`src/rtl/ifu_fetch_if.sv`:
```
// Fetch-unit bus bundle: instruction-memory read port, decode-side queue
// head, redirect request and the delivered-instruction counter.
interface ifu_fetch_if;
  logic        jump_i;
  logic [31:0] jump_addr_i;
  logic        id_ready_i;
  logic        iram_rd_o;
  logic [31:0] pc_n_o;
  logic [31:0] inst_i;
  logic        inst_valid_o;
  logic [31:0] inst_o;
  logic [31:0] inst_pc_o;
  logic [31:0] fetch_cnt_o;

  // The fetch unit itself.
  modport master (
    input  jump_i, jump_addr_i, id_ready_i, inst_i,
    output iram_rd_o, pc_n_o, inst_valid_o, inst_o, inst_pc_o, fetch_cnt_o
  );

  // The environment: decode stage plus instruction memory.
  modport slave (
    output jump_i, jump_addr_i, id_ready_i, inst_i,
    input  iram_rd_o, pc_n_o, inst_valid_o, inst_o, inst_pc_o, fetch_cnt_o
  );
endinterface

```
`src/rtl/ifu_fetch.sv`:
```
// Instruction fetch unit: issues sequential reads to a 1-cycle-latency
// instruction memory, buffers responses in a small queue for decode and
// handles single-cycle redirects that flush everything in flight.
module ifu_fetch #(
  parameter logic [31:0] RST_PC = 32'h0800_0000,
  parameter int          QDEPTH = 2
) (
  input  logic        clk,
  input  logic        rst,
  ifu_fetch_if.master bus
);
  localparam int             PW       = (QDEPTH > 2) ? 2 : 1;
  localparam logic [3:0]     QDEPTH_W = 4'(QDEPTH);
  localparam logic [PW-1:0]  PTR_LAST = PW'(QDEPTH - 1);

  logic [31:0]   fetch_pc_q, fetch_pc_d;
  logic [2:0]    count_q, count_d;
  logic          inflight_q, inflight_d;
  logic [31:0]   inflight_pc_q, inflight_pc_d;
  logic          discard_q, discard_d;
  logic [PW-1:0] head_q, head_d;
  logic [PW-1:0] tail_q, tail_d;
  logic [31:0]   fetch_cnt_q, fetch_cnt_d;
  logic [31:0]   inst_mem_q [QDEPTH];
  logic [31:0]   pc_mem_q [QDEPTH];

  logic          pop_s;
  logic          push_s;
  logic          issue_s;
  logic [3:0]    occ_s;
  logic [31:0]   target_s;
  logic          unused_addr_s;

  // Queue pointer advance with explicit wrap at the last slot.
  function automatic logic [PW-1:0] next_ptr(input logic [PW-1:0] p);
    return (p == PTR_LAST) ? {PW{1'b0}} : (p + PW'(1));
  endfunction

  assign unused_addr_s = ^bus.jump_addr_i[1:0];
  assign target_s      = {bus.jump_addr_i[31:2], 2'b00};

  // Handshake decode: a read may issue only if its response is certain to
  // find a free slot once the current head pop is accounted for.
  always_comb begin
    pop_s   = (count_q != 3'd0) & bus.id_ready_i;
    occ_s   = {1'b0, count_q} + {3'b000, inflight_q} - {3'b000, pop_s};
    issue_s = ~bus.jump_i & (occ_s < QDEPTH_W);
    push_s  = inflight_q & ~discard_q & ~bus.jump_i;
  end

  // Memory read port; a redirect bypasses the queue check in its own cycle.
  always_comb begin
    if (rst) begin
      bus.iram_rd_o = 1'b0;
      bus.pc_n_o    = RST_PC;
    end else if (bus.jump_i) begin
      bus.iram_rd_o = 1'b1;
      bus.pc_n_o    = target_s;
    end else begin
      bus.iram_rd_o = issue_s;
      bus.pc_n_o    = fetch_pc_q;
    end
  end

  // Next-state: a redirect flushes the queue and makes the target read the
  // only one in flight; otherwise push/pop/issue update independently.
  always_comb begin
    fetch_cnt_d = pop_s ? (fetch_cnt_q + 32'd1) : fetch_cnt_q;
    if (bus.jump_i) begin
      count_d       = 3'd0;
      head_d        = {PW{1'b0}};
      tail_d        = {PW{1'b0}};
      fetch_pc_d    = target_s + 32'd4;
      inflight_pc_d = target_s;
      inflight_d    = 1'b1;
      discard_d     = 1'b0;
    end else begin
      count_d   = count_q + {2'b00, push_s} - {2'b00, pop_s};
      head_d    = pop_s ? next_ptr(head_q) : head_q;
      tail_d    = push_s ? next_ptr(tail_q) : tail_q;
      discard_d = discard_q;
      if (issue_s) begin
        inflight_d    = 1'b1;
        inflight_pc_d = fetch_pc_q;
        fetch_pc_d    = fetch_pc_q + 32'd4;
      end else begin
        inflight_d    = 1'b0;
        inflight_pc_d = inflight_pc_q;
        fetch_pc_d    = fetch_pc_q;
      end
    end
  end

  // Control state registers.
  always_ff @(posedge clk or posedge rst) begin
    if (rst) begin
      fetch_pc_q    <= RST_PC;
      count_q       <= 3'd0;
      inflight_q    <= 1'b0;
      inflight_pc_q <= 32'd0;
      discard_q     <= 1'b0;
      head_q        <= {PW{1'b0}};
      tail_q        <= {PW{1'b0}};
      fetch_cnt_q   <= 32'd0;
    end else begin
      fetch_pc_q    <= fetch_pc_d;
      count_q       <= count_d;
      inflight_q    <= inflight_d;
      inflight_pc_q <= inflight_pc_d;
      discard_q     <= discard_d;
      head_q        <= head_d;
      tail_q        <= tail_d;
      fetch_cnt_q   <= fetch_cnt_d;
    end
  end

  // Queue storage: responses land at the tail tagged with their address.
  always_ff @(posedge clk or posedge rst) begin
    if (rst) begin
      for (int i = 0; i < QDEPTH; i++) begin
        inst_mem_q[i] <= 32'd0;
        pc_mem_q[i]   <= 32'd0;
      end
    end else if (push_s) begin
      inst_mem_q[tail_q] <= bus.inst_i;
      pc_mem_q[tail_q]   <= inflight_pc_q;
    end else begin
      inst_mem_q[tail_q] <= inst_mem_q[tail_q];
      pc_mem_q[tail_q]   <= pc_mem_q[tail_q];
    end
  end

  assign bus.inst_valid_o = (count_q != 3'd0);
  assign bus.inst_o       = inst_mem_q[head_q];
  assign bus.inst_pc_o    = pc_mem_q[head_q];
  assign bus.fetch_cnt_o  = fetch_cnt_q;
endmodule

```
`src/flat_wrapper.sv`:
```
// flat-port wrapper written by rule: the top's interface ports become plain ports
module ifu_fetch_flat 
#(
  parameter logic [31:0] RST_PC = 32'h0800_0000,
  parameter int          QDEPTH = 2
)
  (clk, rst, bus_jump_i, bus_jump_addr_i, bus_id_ready_i, bus_inst_i, bus_iram_rd_o, bus_pc_n_o, bus_inst_valid_o, bus_inst_o, bus_inst_pc_o, bus_fetch_cnt_o);
  ifu_fetch_if bus_i ();
  input  logic clk;
  input  logic rst;
  input wire logic [$bits(bus_i.jump_i)-1:0] bus_jump_i;
  input wire logic [$bits(bus_i.jump_addr_i)-1:0] bus_jump_addr_i;
  input wire logic [$bits(bus_i.id_ready_i)-1:0] bus_id_ready_i;
  input wire logic [$bits(bus_i.inst_i)-1:0] bus_inst_i;
  output wire logic [$bits(bus_i.iram_rd_o)-1:0] bus_iram_rd_o;
  output wire logic [$bits(bus_i.pc_n_o)-1:0] bus_pc_n_o;
  output wire logic [$bits(bus_i.inst_valid_o)-1:0] bus_inst_valid_o;
  output wire logic [$bits(bus_i.inst_o)-1:0] bus_inst_o;
  output wire logic [$bits(bus_i.inst_pc_o)-1:0] bus_inst_pc_o;
  output wire logic [$bits(bus_i.fetch_cnt_o)-1:0] bus_fetch_cnt_o;
  assign bus_i.jump_i = bus_jump_i;
  assign bus_i.jump_addr_i = bus_jump_addr_i;
  assign bus_i.id_ready_i = bus_id_ready_i;
  assign bus_i.inst_i = bus_inst_i;
  assign bus_iram_rd_o = bus_i.iram_rd_o;
  assign bus_pc_n_o = bus_i.pc_n_o;
  assign bus_inst_valid_o = bus_i.inst_valid_o;
  assign bus_inst_o = bus_i.inst_o;
  assign bus_inst_pc_o = bus_i.inst_pc_o;
  assign bus_fetch_cnt_o = bus_i.fetch_cnt_o;
  ifu_fetch #(.RST_PC(RST_PC), .QDEPTH(QDEPTH)) u_core (.clk(clk), .rst(rst), .bus(bus_i));
endmodule
```
`config.mk`:
```
export PLATFORM = sky130hd
export DESIGN_NAME = ifu_fetch_flat
export DESIGN_NICKNAME = d
export VERILOG_FILES = /design/src/rtl/ifu_fetch_if.sv /design/src/rtl/ifu_fetch.sv /design/src/flat_wrapper.sv
export SDC_FILE = /design/constraint.sdc
export NUM_CORES = 1
export LEC_CHECK = 0
export ABC_CLOCK_PERIOD_IN_PS = 14200
export BUFFER_PORTS_ARGS = -buffer_cell sky130_fd_sc_hd__buf_2
export CORE_MARGIN = 2
export CORE_UTILIZATION = 25
export CTS_CLUSTER_DIAMETER = 30
export DETAILED_ROUTE_END_ITERATION = 7
export HOLD_SLACK_MARGIN = 0.1
export PLACE_DENSITY = 0.46
export SLEW_MARGIN = 25
export SYNTH_ARGS = -nofsm -noshare
export SYNTH_HDL_FRONTEND = slang
export SYNTH_SLANG_ARGS = --single-unit
```
`constraint.sdc`:
```
create_clock -name clk -period 14.2 [get_ports clk]
set_input_delay 3.55 -clock clk [delete_from_list [all_inputs] [get_ports clk]]
set_output_delay 3.55 -clock clk [all_outputs]
set_load 0.1 [all_outputs]
```
-- Yosys cells after proc, flatten, opt, wreduce, memory -nomap -nowiden
Cells that the tools add are included.
- multiplexer cells: 37
- reductions and logical operators: 5
- add/sub/neg operators: 9
- $lt $le $gt $ge: 4
- bitwise gates (word level): 6
- operator list (kind ; number):
    $mux 32 ; 19
    $bwmux 64 ; 4
    $mux 64 ; 2
    $add 32x3->32 const B ; 2
    $add 32x1->32 const B ; 1
    $demux 32 s1 ; 1
    $mux 1 ; 10
    $reduce_bool 2->1 ; 3
    $add 3x1->4 ; 1
    $ge 2x2->1 const B ; 2
    $lt 4x2->1 const B ; 1
    $not 1->2 ; 2
    $sub 4x1->4 ; 1
    $add 3x1->3 ; 1
    $and 1x1->1 ; 3
    $mux 3 ; 1
    $reduce_bool 3->1 ; 1
    $sub 3x1->3 ; 1
    $add 1x1->1 const B ; 2
    $lt 2x1->1 const B ; 1
    $logic_and 1x1->1 ; 1
    $not 1->1 ; 1
- output and inout port bits: 130
- flip-flop bits (word level): 230
- input bits: 68
- logic and storage cells: 72

-- Logic depth before layout (Yosys ltp)
- depth in word-level cells: 7
- mapped depth: 15
- depth with buffers taken out: 13

-- Worst setup path after synthesis
No wires, ideal clock.
- path kind: input to output
- start point: input port rst
- end point: output port bus_pc_n_o[27]
- buffers on the path: 0
- required time: 10650 ps
- setup slack: -160 ps
- data arrival time: 10810 ps
- stages on the path: 2
- path through: inv_1 -> nand2_1
- longest elaborated chain between the ends: 1
- ends and longest elaborated chain (item ; RTL line ; text):
    from (decl) ; flat_wrapper.sv:10 ; input logic rst;
    $mux 32 ; ifu_fetch.sv:53 ; if (rst) begin
    to (decl) ; flat_wrapper.sv:16 ; output wire logic [$bits(bus_i.pc_n_o)-1:0] bus_pc_n_o;
No other way between the ends.

-- Worst setup path in the final report
- start point: input port bus_id_ready_i
- end point: output port bus_iram_rd_o
- longest elaborated chain between the ends: 6
- ends and longest elaborated chain (item ; RTL line ; text):
    from (decl) ; flat_wrapper.sv:13 ; input wire logic [$bits(bus_i.id_ready_i)-1:0] bus_id_ready_i;
    $and 1x1->1 ; ifu_fetch.sv:45 ; pop_s = (count_q != 3'd0) & bus.id_ready_i;
    via u_core.pop_s ; ifu_fetch.sv:27 ; logic pop_s;
    $sub 4x1->4 ; ifu_fetch.sv:46 ; occ_s = {1'b0, count_q} + {3'b000, inflight_q} - {3'b000, pop_s};
    $lt 4x2->1 ; ifu_fetch.sv:47 ; issue_s = ~bus.jump_i & (occ_s < QDEPTH_W);
    $and 1x1->1 ; ifu_fetch.sv:47 ;
    $mux 1 ; ifu_fetch.sv:56 ; end else if (bus.jump_i) begin
    $mux 1 ; ifu_fetch.sv:53 ;
    to (decl) ; flat_wrapper.sv:15 ; output wire logic [$bits(bus_i.iram_rd_o)-1:0] bus_iram_rd_o;
The timed path passes the listed nets, and every way through them passes these cells.

==> impl_results.md <==
* Worst skew pair latency at 570 ps
* Filler instances at 4,482
* M1 WL at 14,100 um
* Final hold viol count at 0
* Clock Skew at 18.0 ps
* First-pass iteration count of the detailed router at 5
* Clock-pin slew on the worst setup and hold paths at 40 ps
* Kind of critical path: in2out
* Clk buf depth at 3
* Max_cap viols at 0
* FF/Latch Area at 0.00566 mm2
* Maximum clock rate at 98.8 MHz
* Hold Path Class: reg2reg
* Largest net degree at the start of global routing at 83
* Synthesized cell area at 0.0112 mm2
* Crit start category: input port
* Die height at 216 um
* Crit-path leading delay family: simple AND/OR/NAND/NOR gates
* Crit path max fanout at 9
* Iter 0 DRT Violations at 374
* Ports at 198
* Synthesized instance count at 949
* Yosys reg bits at 226
* Final cycle utilization of the critical path at 71.3%
* GRT Total Usage at 13.6%
* Multi-input gate area at 0.00530 mm2
* GPL Wtd Cong at 0.768
* Final HPWL DP at 20,400 um
* Tmin final at 10,120 ps
* Clk sinks at 226
* Ys flop type: dfrtp_1
* EDFF count, synth at 0
* Site Rows at 77
* Global route overflow at 0
* Port Buf Inserts at 193
* Starting Density at 25.4%
* Die width at 216 um
* Initial antenna violation count at 3
* RSZ-0062 raised after global routing: false
* Top layer in use: met5
* DRC at 0
* Met3 WL at 1980 um
* Endpoints failing setup at 0
* Via density at 4.43
* Per-cell routed wire length at 17.1 um
* Worst slew pin tran at 905 ps
* First-pass GRT wire length at 49,500 um
* Final Max Slew Viols at 0
* Crit-path slowest cell: and3_1
* Post-cts sizing count at 0
* Sequential cell area fraction in the yosys report at 50.3%
* Antenna Violating Nets Remaining at 0
* Setup_tns at 0 ps
* Buf/Inv on CP at 4
* Vias in the first global route at 8,635
* Routed WL at 31,100 um
* CP Cell Sequence: buf_2, o31ai_2, inv_1, ha_1, inv_1, nand2_1, fa_1, xnor2_1, and2_1, and3_1, nor2_4, nor2_1, buf_2
* Largest stage delay on the critical path at 540 ps
* Worst Setup End Kind: output port
* Critical Path AT at 6570 ps
* Root Buffer: clkbuf_16
* Post-CTS setup buffers at 0
* Distinct cells, synth at 58
* H-tree Lvls at 3
* Top cell type's share of synthesized area at 50.1%
* CP Data Required Time at 10,650 ps
* CTS tree: done
* Vias post-DR at 8,069
* Nets at 1,255
* Slew margin rel. at 39.6%
* Area Growth Syn to Fin at 35.8%
* Share of cells above drive strength 1 at 43.4%
* Outcome: completed
* Num CTS Buffers at 73
* Die Area at 0.0467 mm2
* Asr flop ratio synth at 100%
* Avg Inst Size Synth at 11.8 um2
* Cts hold-fix bufs at 0
* Synth area leader: dfrtp_1
* Core Area at 0.0443 mm2
* Synth warn at 0
* Area contributors post-synth: dfrtp_1 50%, mux2_2 19%, xnor2_1 4.5%
* WL met2 at 14,200 um
## metrics by stage
stage	worst slack (ps)	instances	hold WS (ps)	util, %	area (um2)
2_1_floorplan	2080	950	447	-	11200
3_3_place_gp	4010	1695	459	28.9	12800
3_5_place_dp	4020	1695	461	28.9	12800
4_1_cts	4010	1821	470	34.4	15300
5_1_grt	3830	1821	482	34.4	15300
6_report	4080	1822	460	34.4	15300
## cell type report
cell class / instances / area share (%)
clock inverter: 28 / 2.06
timing repair buffer: 203 / 6.86
antenna: 1 / 0.0164
clock buffer: 98 / 13.9
multi-input combinational: 656 / 34.7
tap: 592 / 4.85
sequential: 226 / 37.1
inverter: 18 / 0.467
## kinds of logic (layout without fill, tap and decap cells)
logic type	after synthesis	after routing	share of synthesized area (%)
xor+xnor	84	84	6.55
compound gates	82	82	4.32
fa+ha+maj	9	9	1.14
flops	226	226	50.3
mux	239	239	23.4
simple gates	240	240	11.4
buf+inv	68	347	2.82
other cells	1	3	0.0334
## routing by layer
metal  global-route usage (%)  vias to the layer above
met5                        0                        -
met4                     5.27                        4
met3                     4.74                       66
met2                     21.2                      238
met1                     17.3                     3952
li1                         -                     3809
## synthesized netlist by cell type (4+ instances only)
master      n
nor3_1     10
xnor2_1    58
mux2_2    189
and3_1      6
inv_1      17
nor2_1     57
nand4_1    11
nand2b_1   18
nor2b_1     6
xor2_1     26
nand2_1    64
dfrtp_1   225
buf_6       4
nand3_1    27
mux2i_1    50
ha_1        7
and4_1      4
buf_2      16
clkbuf_1   25
nand3b_1   11
a22oi_1     6
o21ai_0    25
a21oi_1    35
## final timing paths
| check | start | slack [ps] | depth (start not counted) | endpoint |
|---|---|---|---|---|
| worst max-delay path | bus_id_ready_i | 4080 | 13 | bus_iram_rd_o |
| worst min-delay path | u_core.bus.fetch_cnt_o[31] | 460 | 1 | u_core.bus.fetch_cnt_o[31] |
| max in group asynchronous | rst | 8620 | 5 | u_core.head_q |
| worst min register to register | u_core.bus.fetch_cnt_o[31] | 460 | 1 | u_core.bus.fetch_cnt_o[31] |
| worst max register to register | u_core.count_q[1] | 10340 | 13 | u_core.inflight_pc_q[31] |
| min in group asynchronous | rst | 3400 | 3 | u_core.pc_mem_q[22] |
## sequential cells by signal (all words and copies together), names as in the netlist
signal,count
u_core.inflight_pc_q,30
u_core.bus.fetch_cnt_o,32
u_core.head_q,1
u_core.inst_mem_q,64
u_core.count_q,3
u_core.pc_mem_q,64
u_core.fetch_pc_q,30
u_core.tail_q,1
u_core.inflight_q,1
## cells in the final DEF, fill, tap and decap left out, types with 4 or more instances in the layout
cell / Yosys / final
and4_1: 4 / 4
inv_1: 17 / 16
o21ai_0: 25 / 25
nand2b_1: 18 / 18
nor2b_1: 6 / 5
nor3_1: 10 / 10
clkbuf_8: 0 / 16
nand4_1: 11 / 11
mux2_2: 189 / 189
nand3b_1: 11 / 11
ha_1: 7 / 7
clkinv_2: 0 / 15
nand2_1: 64 / 63
mux2i_1: 50 / 50
a21oi_1: 35 / 35
a22oi_1: 6 / 6
nor2_1: 57 / 57
dfrtp_1: 225 / 224
clkbuf_16: 0 / 75
xor2_1: 26 / 26
buf_4: 3 / 10
bufinv_16: 0 / 5
buf_2: 16 / 192
clkinvlp_4: 0 / 4
nand3_1: 27 / 26
and3_1: 6 / 6
xnor2_1: 58 / 58
clkbuf_1: 25 / 7
Power is not shown: default switching activity piles up to over one toggle a cycle in this logic, so the estimate is an artifact.
